### src/rtl/mdio_peripheral.sv
// mdio_peripheral: MDIO management target with a 32 x 16 register file.
// Recovers 32-bit frames (ST, OP, PHYAD, REGAD, TA, DATA; MSB first) from
// mdc/mdio_out/mdio_oe, commits writes and serialises read data on mdio_in.
// Build option: define MDIO_PERIPH_ID_EN to make registers 2 and 3 read-only
// identifier registers returning PHY_ID[31:16] and PHY_ID[15:0].
//
// Handshake: the controller qualifies every mdio_out bit with mdio_oe on the
// mdc rising edge; wr_pulse and frame_err are single-clk strobes with no
// back-pressure, and wr_addr/wr_data hold their value until the next commit.
module mdio_peripheral #(
   parameter logic [4:0]  PHY_ADDR = 5'h0A,
   parameter logic [31:0] PHY_ID   = 32'h0141_0CC2
) (
   input  logic        clk,
   input  logic        reset,
   input  logic        mdc,
   input  logic        mdio_out,
   input  logic        mdio_oe,
   output logic        mdio_in,
   output logic        busy,
   output logic        wr_pulse,
   output logic [4:0]  wr_addr,
   output logic [15:0] wr_data,
   output logic        frame_err
);

`ifdef MDIO_PERIPH_ID_EN
   localparam bit ID_EN = 1'b1;
`else
   localparam bit ID_EN = 1'b0;
`endif

   typedef enum logic [2:0] {IDLE, HEADER, WRITE, READ, SKIP} state_t;

   // FSM state is kept as a named signal so checkers can bind to it.
   state_t       state;
   state_t       state_next;

   logic         mdc_d;
   logic         rise;
   logic         fall;
   logic [15:0]  shift_q;
   logic [15:0]  hdr_next;
   logic [3:0]   bit_cnt;
   logic         last_bit;
   logic [4:0]   regad_q;
   logic [15:0]  rd_shift;
   logic [15:0]  rd_word;
   logic [15:0]  regs [32];

   logic [1:0]   hdr_st;
   logic [1:0]   hdr_op;
   logic [4:0]   hdr_phy;
   logic [4:0]   hdr_reg;
   logic         hdr_ok;
   logic         phy_match;

   logic         start;
   logic         abort;
   logic         hdr_done;
   logic         hdr_reject;
   logic         read_start;
   logic         commit;
   logic         read_end;
   logic         reg_writable;

   assign rise     = ~mdc_d & mdc;
   assign fall     = mdc_d & ~mdc;
   // Word as it will look once the current mdio_out bit is shifted in.
   assign hdr_next = {shift_q[14:0], mdio_out};
   assign last_bit = (bit_cnt == 4'd15);

   assign hdr_st    = hdr_next[15:14];
   assign hdr_op    = hdr_next[13:12];
   assign hdr_phy   = hdr_next[11:7];
   assign hdr_reg   = hdr_next[6:2];
   assign hdr_ok    = (hdr_st == 2'b01) && ((hdr_op == 2'b01) || (hdr_op == 2'b10));
   assign phy_match = (hdr_phy == PHY_ADDR);

   // Identifier registers are not backed by storage when the ID option is on.
   assign reg_writable = !(ID_EN && ((regad_q == 5'd2) || (regad_q == 5'd3)));

   // Read-data source for the register addressed by the header being decoded.
   always_comb begin
      rd_word = regs[hdr_reg];
      if (ID_EN && (hdr_reg == 5'd2)) rd_word = PHY_ID[31:16];
      if (ID_EN && (hdr_reg == 5'd3)) rd_word = PHY_ID[15:0];
   end

   // State register.
   always_ff @(posedge clk or posedge reset) begin
      if (reset) state <= IDLE;
      else       state <= state_next;
   end

   // Next-state decode; every transition is qualified by a detected mdc rise.
   always_comb begin
      state_next = state;
      case (state)
         IDLE:   if (start) state_next = HEADER;
         HEADER: begin
            if (abort) state_next = IDLE;
            else if (hdr_done) begin
               if (!hdr_ok || !phy_match) state_next = SKIP;
               else if (hdr_op == 2'b01)  state_next = WRITE;
               else                       state_next = READ;
            end
         end
         WRITE:  if (abort || commit) state_next = IDLE;
         READ:   if (read_end) state_next = IDLE;
         SKIP:   if (rise && last_bit) state_next = IDLE;
         default: state_next = IDLE;
      endcase
   end

   // FSM outputs and per-edge event qualifiers.
   always_comb begin
      busy       = (state != IDLE);
      start      = (state == IDLE) && rise && mdio_oe;
      abort      = rise && !mdio_oe && ((state == HEADER) || (state == WRITE));
      hdr_done   = (state == HEADER) && rise && mdio_oe && last_bit;
      hdr_reject = hdr_done && !hdr_ok;
      read_start = hdr_done && hdr_ok && phy_match && (hdr_op == 2'b10);
      commit     = (state == WRITE) && rise && mdio_oe && last_bit;
      read_end   = (state == READ) && rise && last_bit;
   end

   // mdc history, bit counter and serial input shifter.
   always_ff @(posedge clk or posedge reset) begin
      if (reset) begin
         mdc_d   <= 1'b0;
         bit_cnt <= 4'd0;
         shift_q <= 16'h0000;
         regad_q <= 5'd0;
      end else begin
         mdc_d <= mdc;
         if (start)                          bit_cnt <= 4'd1;
         else if (abort)                     bit_cnt <= 4'd0;
         else if (rise && (state != IDLE))   bit_cnt <= bit_cnt + 4'd1;
         if (start)
            shift_q <= {15'h0000, mdio_out};
         else if (rise && mdio_oe && ((state == HEADER) || (state == WRITE)))
            shift_q <= hdr_next;
         if (hdr_done) regad_q <= hdr_reg;
      end
   end

   // Read shifter: loaded at header decode, one bit out per mdc falling edge.
   always_ff @(posedge clk or posedge reset) begin
      if (reset) begin
         rd_shift <= 16'h0000;
         mdio_in  <= 1'b0;
      end else begin
         if (read_start)
            rd_shift <= rd_word;
         else if ((state == READ) && fall)
            rd_shift <= {rd_shift[14:0], 1'b0};
         if ((state == READ) && fall)
            mdio_in <= rd_shift[15];
         else if ((state != READ) || read_end)
            mdio_in <= 1'b0;
      end
   end

   // Write-commit and error strobes.
   always_ff @(posedge clk or posedge reset) begin
      if (reset) begin
         wr_pulse  <= 1'b0;
         wr_addr   <= 5'd0;
         wr_data   <= 16'h0000;
         frame_err <= 1'b0;
      end else begin
         wr_pulse  <= commit;
         frame_err <= abort || hdr_reject;
         if (commit) begin
            wr_addr <= regad_q;
            wr_data <= hdr_next;
         end
      end
   end

   // Register file storage.
   always_ff @(posedge clk or posedge reset) begin
      if (reset) begin
         for (int i = 0; i < 32; i++) regs[i] <= 16'h0000;
      end else if (commit && reg_writable) begin
         regs[regad_q] <= hdr_next;
      end
   end

endmodule

### config.mk
export PLATFORM = sky130hd
export DESIGN_NAME = mdio_peripheral
export DESIGN_NICKNAME = d
export VERILOG_FILES = /design/src/rtl/mdio_peripheral.sv
export SDC_FILE = /design/constraint.sdc
export NUM_CORES = 1
export LEC_CHECK = 0
export ABC_AREA = 1
export CAP_MARGIN = 20
export CORE_MARGIN = 2
export CORE_UTILIZATION = 50
export DETAILED_ROUTE_END_ITERATION = 8
export PLACE_DENSITY = 0.66
export SLEW_MARGIN = 20
export SYNTH_ARGS = -nofsm -noshare
export SYNTH_HDL_FRONTEND = slang
export SYNTH_SLANG_ARGS = --single-unit
### constraint.sdc
create_clock -name clk -period 30.3 [get_ports clk]
set_input_delay 4.545 -clock clk [delete_from_list [all_inputs] [get_ports clk]]
set_output_delay 4.545 -clock clk [all_outputs]
set_load 0.01 [all_outputs]
==> results.md <==
- Outcome: finished, final reports clean
- Clock transition at path regs: 0.06 ns
- Finish-stage setup viols: 0
- Total wire length: approximately 74000 um
- CP cell instances: clkdlybuf4s50_1 > inv_8 > buf_12 > buf_16 > buf_4 > buf_16 > buf_4
- Post-CTS setup buffers: 0
- Antenna violations before repair: 0
- Share of cells above drive strength 1: 5.01%
- Hold Path Class: flop to flop
- Max incr delay on CP: around 0.70 ns
- GRT Resource Usage Total: around 27%
- Synthesized cell area: approximately 27000 um2
- LEAKAGE: 13.6 nW
- Routability cong.: 0.863
- CP arrival: between 8 and 9 ns
- Clock sinks: slightly below 600
- Max_slew headroom: between 20% and 30%
- Total CTS buffers: between 60 and 70
- Die W: ~240 um
- FMAX: between 0.1 and 0.15 GHz
- Synthesis-stage register bit count: just under 600
- Fin crit period: 7.58 ns
- Clock Skew: ~0.023 ns
- Die ar.: 55300 um2
- Initial Util: 50.7%
- I/O pin cnt: 30
- First-pass GRT wire length: 120000 um
- Sequential element share of the synthesized area: a little over half
- Endpoint class of the critical path: asynchronous set/reset pin
- CTS tree: built
- Area grow syn2layout: 10.6%
- Synth warn: 0
- Pre-antenna DRT Iters: 8
- Final Non-Filler Cells: 4079
- R2R setup slack: 25.80 ns
- Clock tree buffer depth: 3
- DRC Markers: 0
- RSZ-0062 raised after global routing: no
- MaxCap Viol Count: 0
- Fin util: between 50% and 60%
- Net count after synthesis: 3472
- DR iter-0 viols: around 2400
- Mapped Cells: 3464
- WS Path Type: input pin to asynchronous set/reset pin
- Power per cell area: 75.4 nW/um2
- Data required time of the worst path: slightly above 30 ns
- Diodes inserted: 0
- Std cell rows: 84
- Synth Flop Type: dfrtp_1
- TNS Setup: 0 ns
- IO Port Bufs: 29
- Detailed placement HPWL: just over 40000 um
- Post-cts sizing count: 0
- Antenna Nets Post-Route: 0
- Total number of vias: roughly 23000
- Crit path max fanout: ~150
- H-Tree Depth: 2
- Mean Syn Cell Area: slightly below 8 um2
- WL per Instance: 18.2 um
- Share of synthesized registers carrying an async set or reset: 100%
- Largest net degree at the start of global routing: 190
- Max-slew violations: 0
- Hold-fix buffers, CTS: 0
- VDD IR max: around 0.11 mV
- Placed Cells: 3962
- Endpoints failing hold: 0
- Vias per cell: 5.56
- Vias in the first global route: between 20000 and 25000
- Clk root buf: clkbuf_16
- Startpoint types: input pin
- Tcrit/Tclk final: 25.0%
- Die H: around 240 um
- Core area: around 53000 um2
- Post-synth EDFFs: 0
- Fin nets: 3348
- Crit-path slowest cell: inv_8
- Transition time of the tightest slew-check pin: 1.11 ns
- GR Overflow Total: 0
- Unique cell type count in the Yosys netlist: 27
- Clock latency at the later pin of the worst-skew pair: roughly 0.64 ns
-- final timing paths --
| check | start | endpoint | cells past startpoint |
|---|---|---|---|
| worst min-delay path | regs[196] | regs[196] | 2 |
| worst min register to register | regs[196] | regs[196] | 2 |
| min in group asynchronous | reset | regs[330] | 2 |
| worst max register to register | shift_q[1] | rd_shift[11] | 11 |
| max in group clk | mdc | regs[291] | 10 |
| worst max-delay path | reset | regs[157] | 7 |
-- routing by layer --
| metal | wire length, um | global-route usage (%) |
|---|---|---|
| met1 | 33200 | 39.0 |
| met4 | 2040 | 8.19 |
| met2 | 34000 | 43.1 |
| met5 | 0 | 0 |
| met3 | 4990 | 3.22 |
-- synth_stat cells (3+ instances only) --
| master | instances | area, um2 |
|---|---|---|
| a21oi_1 | 19 | 95.1 |
| buf_1 | 14 | 52.6 |
| buf_2 | 3 | 15.0 |
| buf_4 | 3 | 22.5 |
| clkbuf_1 | 254 | 953 |
| clkinv_1 | 3 | 11.3 |
| dfrtp_1 | 580 | 14500 |
| ha_1 | 3 | 37.5 |
| inv_1 | 195 | 732 |
| nand2_1 | 1359 | 5100 |
| nand3_1 | 353 | 1770 |
| nand4_1 | 25 | 156 |
| nor2_1 | 44 | 165 |
| nor3_1 | 12 | 60.1 |
| o211ai_1 | 6 | 45.0 |
| o21ai_0 | 567 | 2840 |
| o21ai_1 | 14 | 70.1 |
-- cell type report --
class,count,area (um2)
Clock buffer,89,1770
Timing Repair Buffer,87,798
Clock inverter,25,405
Sequential cell,580,14500
Multi-Input combinational cell,2411,10400
Tap cell,688,861
Fill cell,4784,23100
Inverter,199,768
-- state kept, by name, summed over array words and instances, names as in the netlist, 3 cells and up --
signal / cells
regad_q: 5
shift_q: 15
state: 3
regs: 512
wr_data: 16
wr_addr: 5
rd_shift: 16
bit_cnt: 4
-- cells in the final DEF (no fill, tap or decap), types with 2 or more instances in the layout --
master	count
nand2_1	1358
dfrtp_1	577
o21ai_0	567
nand3_1	353
inv_1	191
clkbuf_16	61
buf_4	53
nor2_1	44
clkdlybuf4s50_1	29
nand4_1	25
a21oi_1	19
o21ai_1	14
clkbuf_8	14
clkbuf_1	14
nor3_1	12
clkinv_2	12
bufinv_16	10
o211ai_1	6
clkinv_1	3
ha_1	3
inv_8	2
inv_6	2
clkinv_8	2
buf_16	2
buf_12	2
dfrtp_4	2
-- logic make-up (layout without fill, tap and decap cells) --
family          count (synthesis)  after routing  share of synthesized area (%)
compound gates                609            609                           11.5
xor+xnor                        1              1                         0.0328
fa+ha+maj                       3              3                          0.141
buf+inv                       473            400                           6.70
flops                         580            580                           54.3
simple gates                 1798           1798                           27.3
-- metrics by stage --
stage / hold slack [ns] / power, mW / setup slack, ns / instance area, um2
after floorplan: 0.448 / 1.19 / 9.53 / 26700
after global placement: 0.461 / 1.42 / 21.80 / 27300
after detailed placement: 0.468 / 1.43 / 21.72 / 27300
after CTS: 0.483 / 2.23 / 22.40 / 29500
after global routing: 0.498 / 2.32 / 22.16 / 29500
final: 0.479 / 2.23 / 22.72 / 29500
-- power by group --
| part | total [mW] | switching [mW] | internal, mW |
|---|---|---|---|
| clock network | 0.807 | 0.318 | 0.489 |
| registers | 0.825 | 0.0357 | 0.789 |
| logic | 0.595 | 0.475 | 0.121 |
| total | 2.23 | 0.828 | 1.40 |
-- worst max-delay path, delay by kind of cell --
| family | cells | cell delay, ns |
|---|---|---|
| buffers and inverters | 7 | 3.49 |
(Power assumes the default switching activity.)
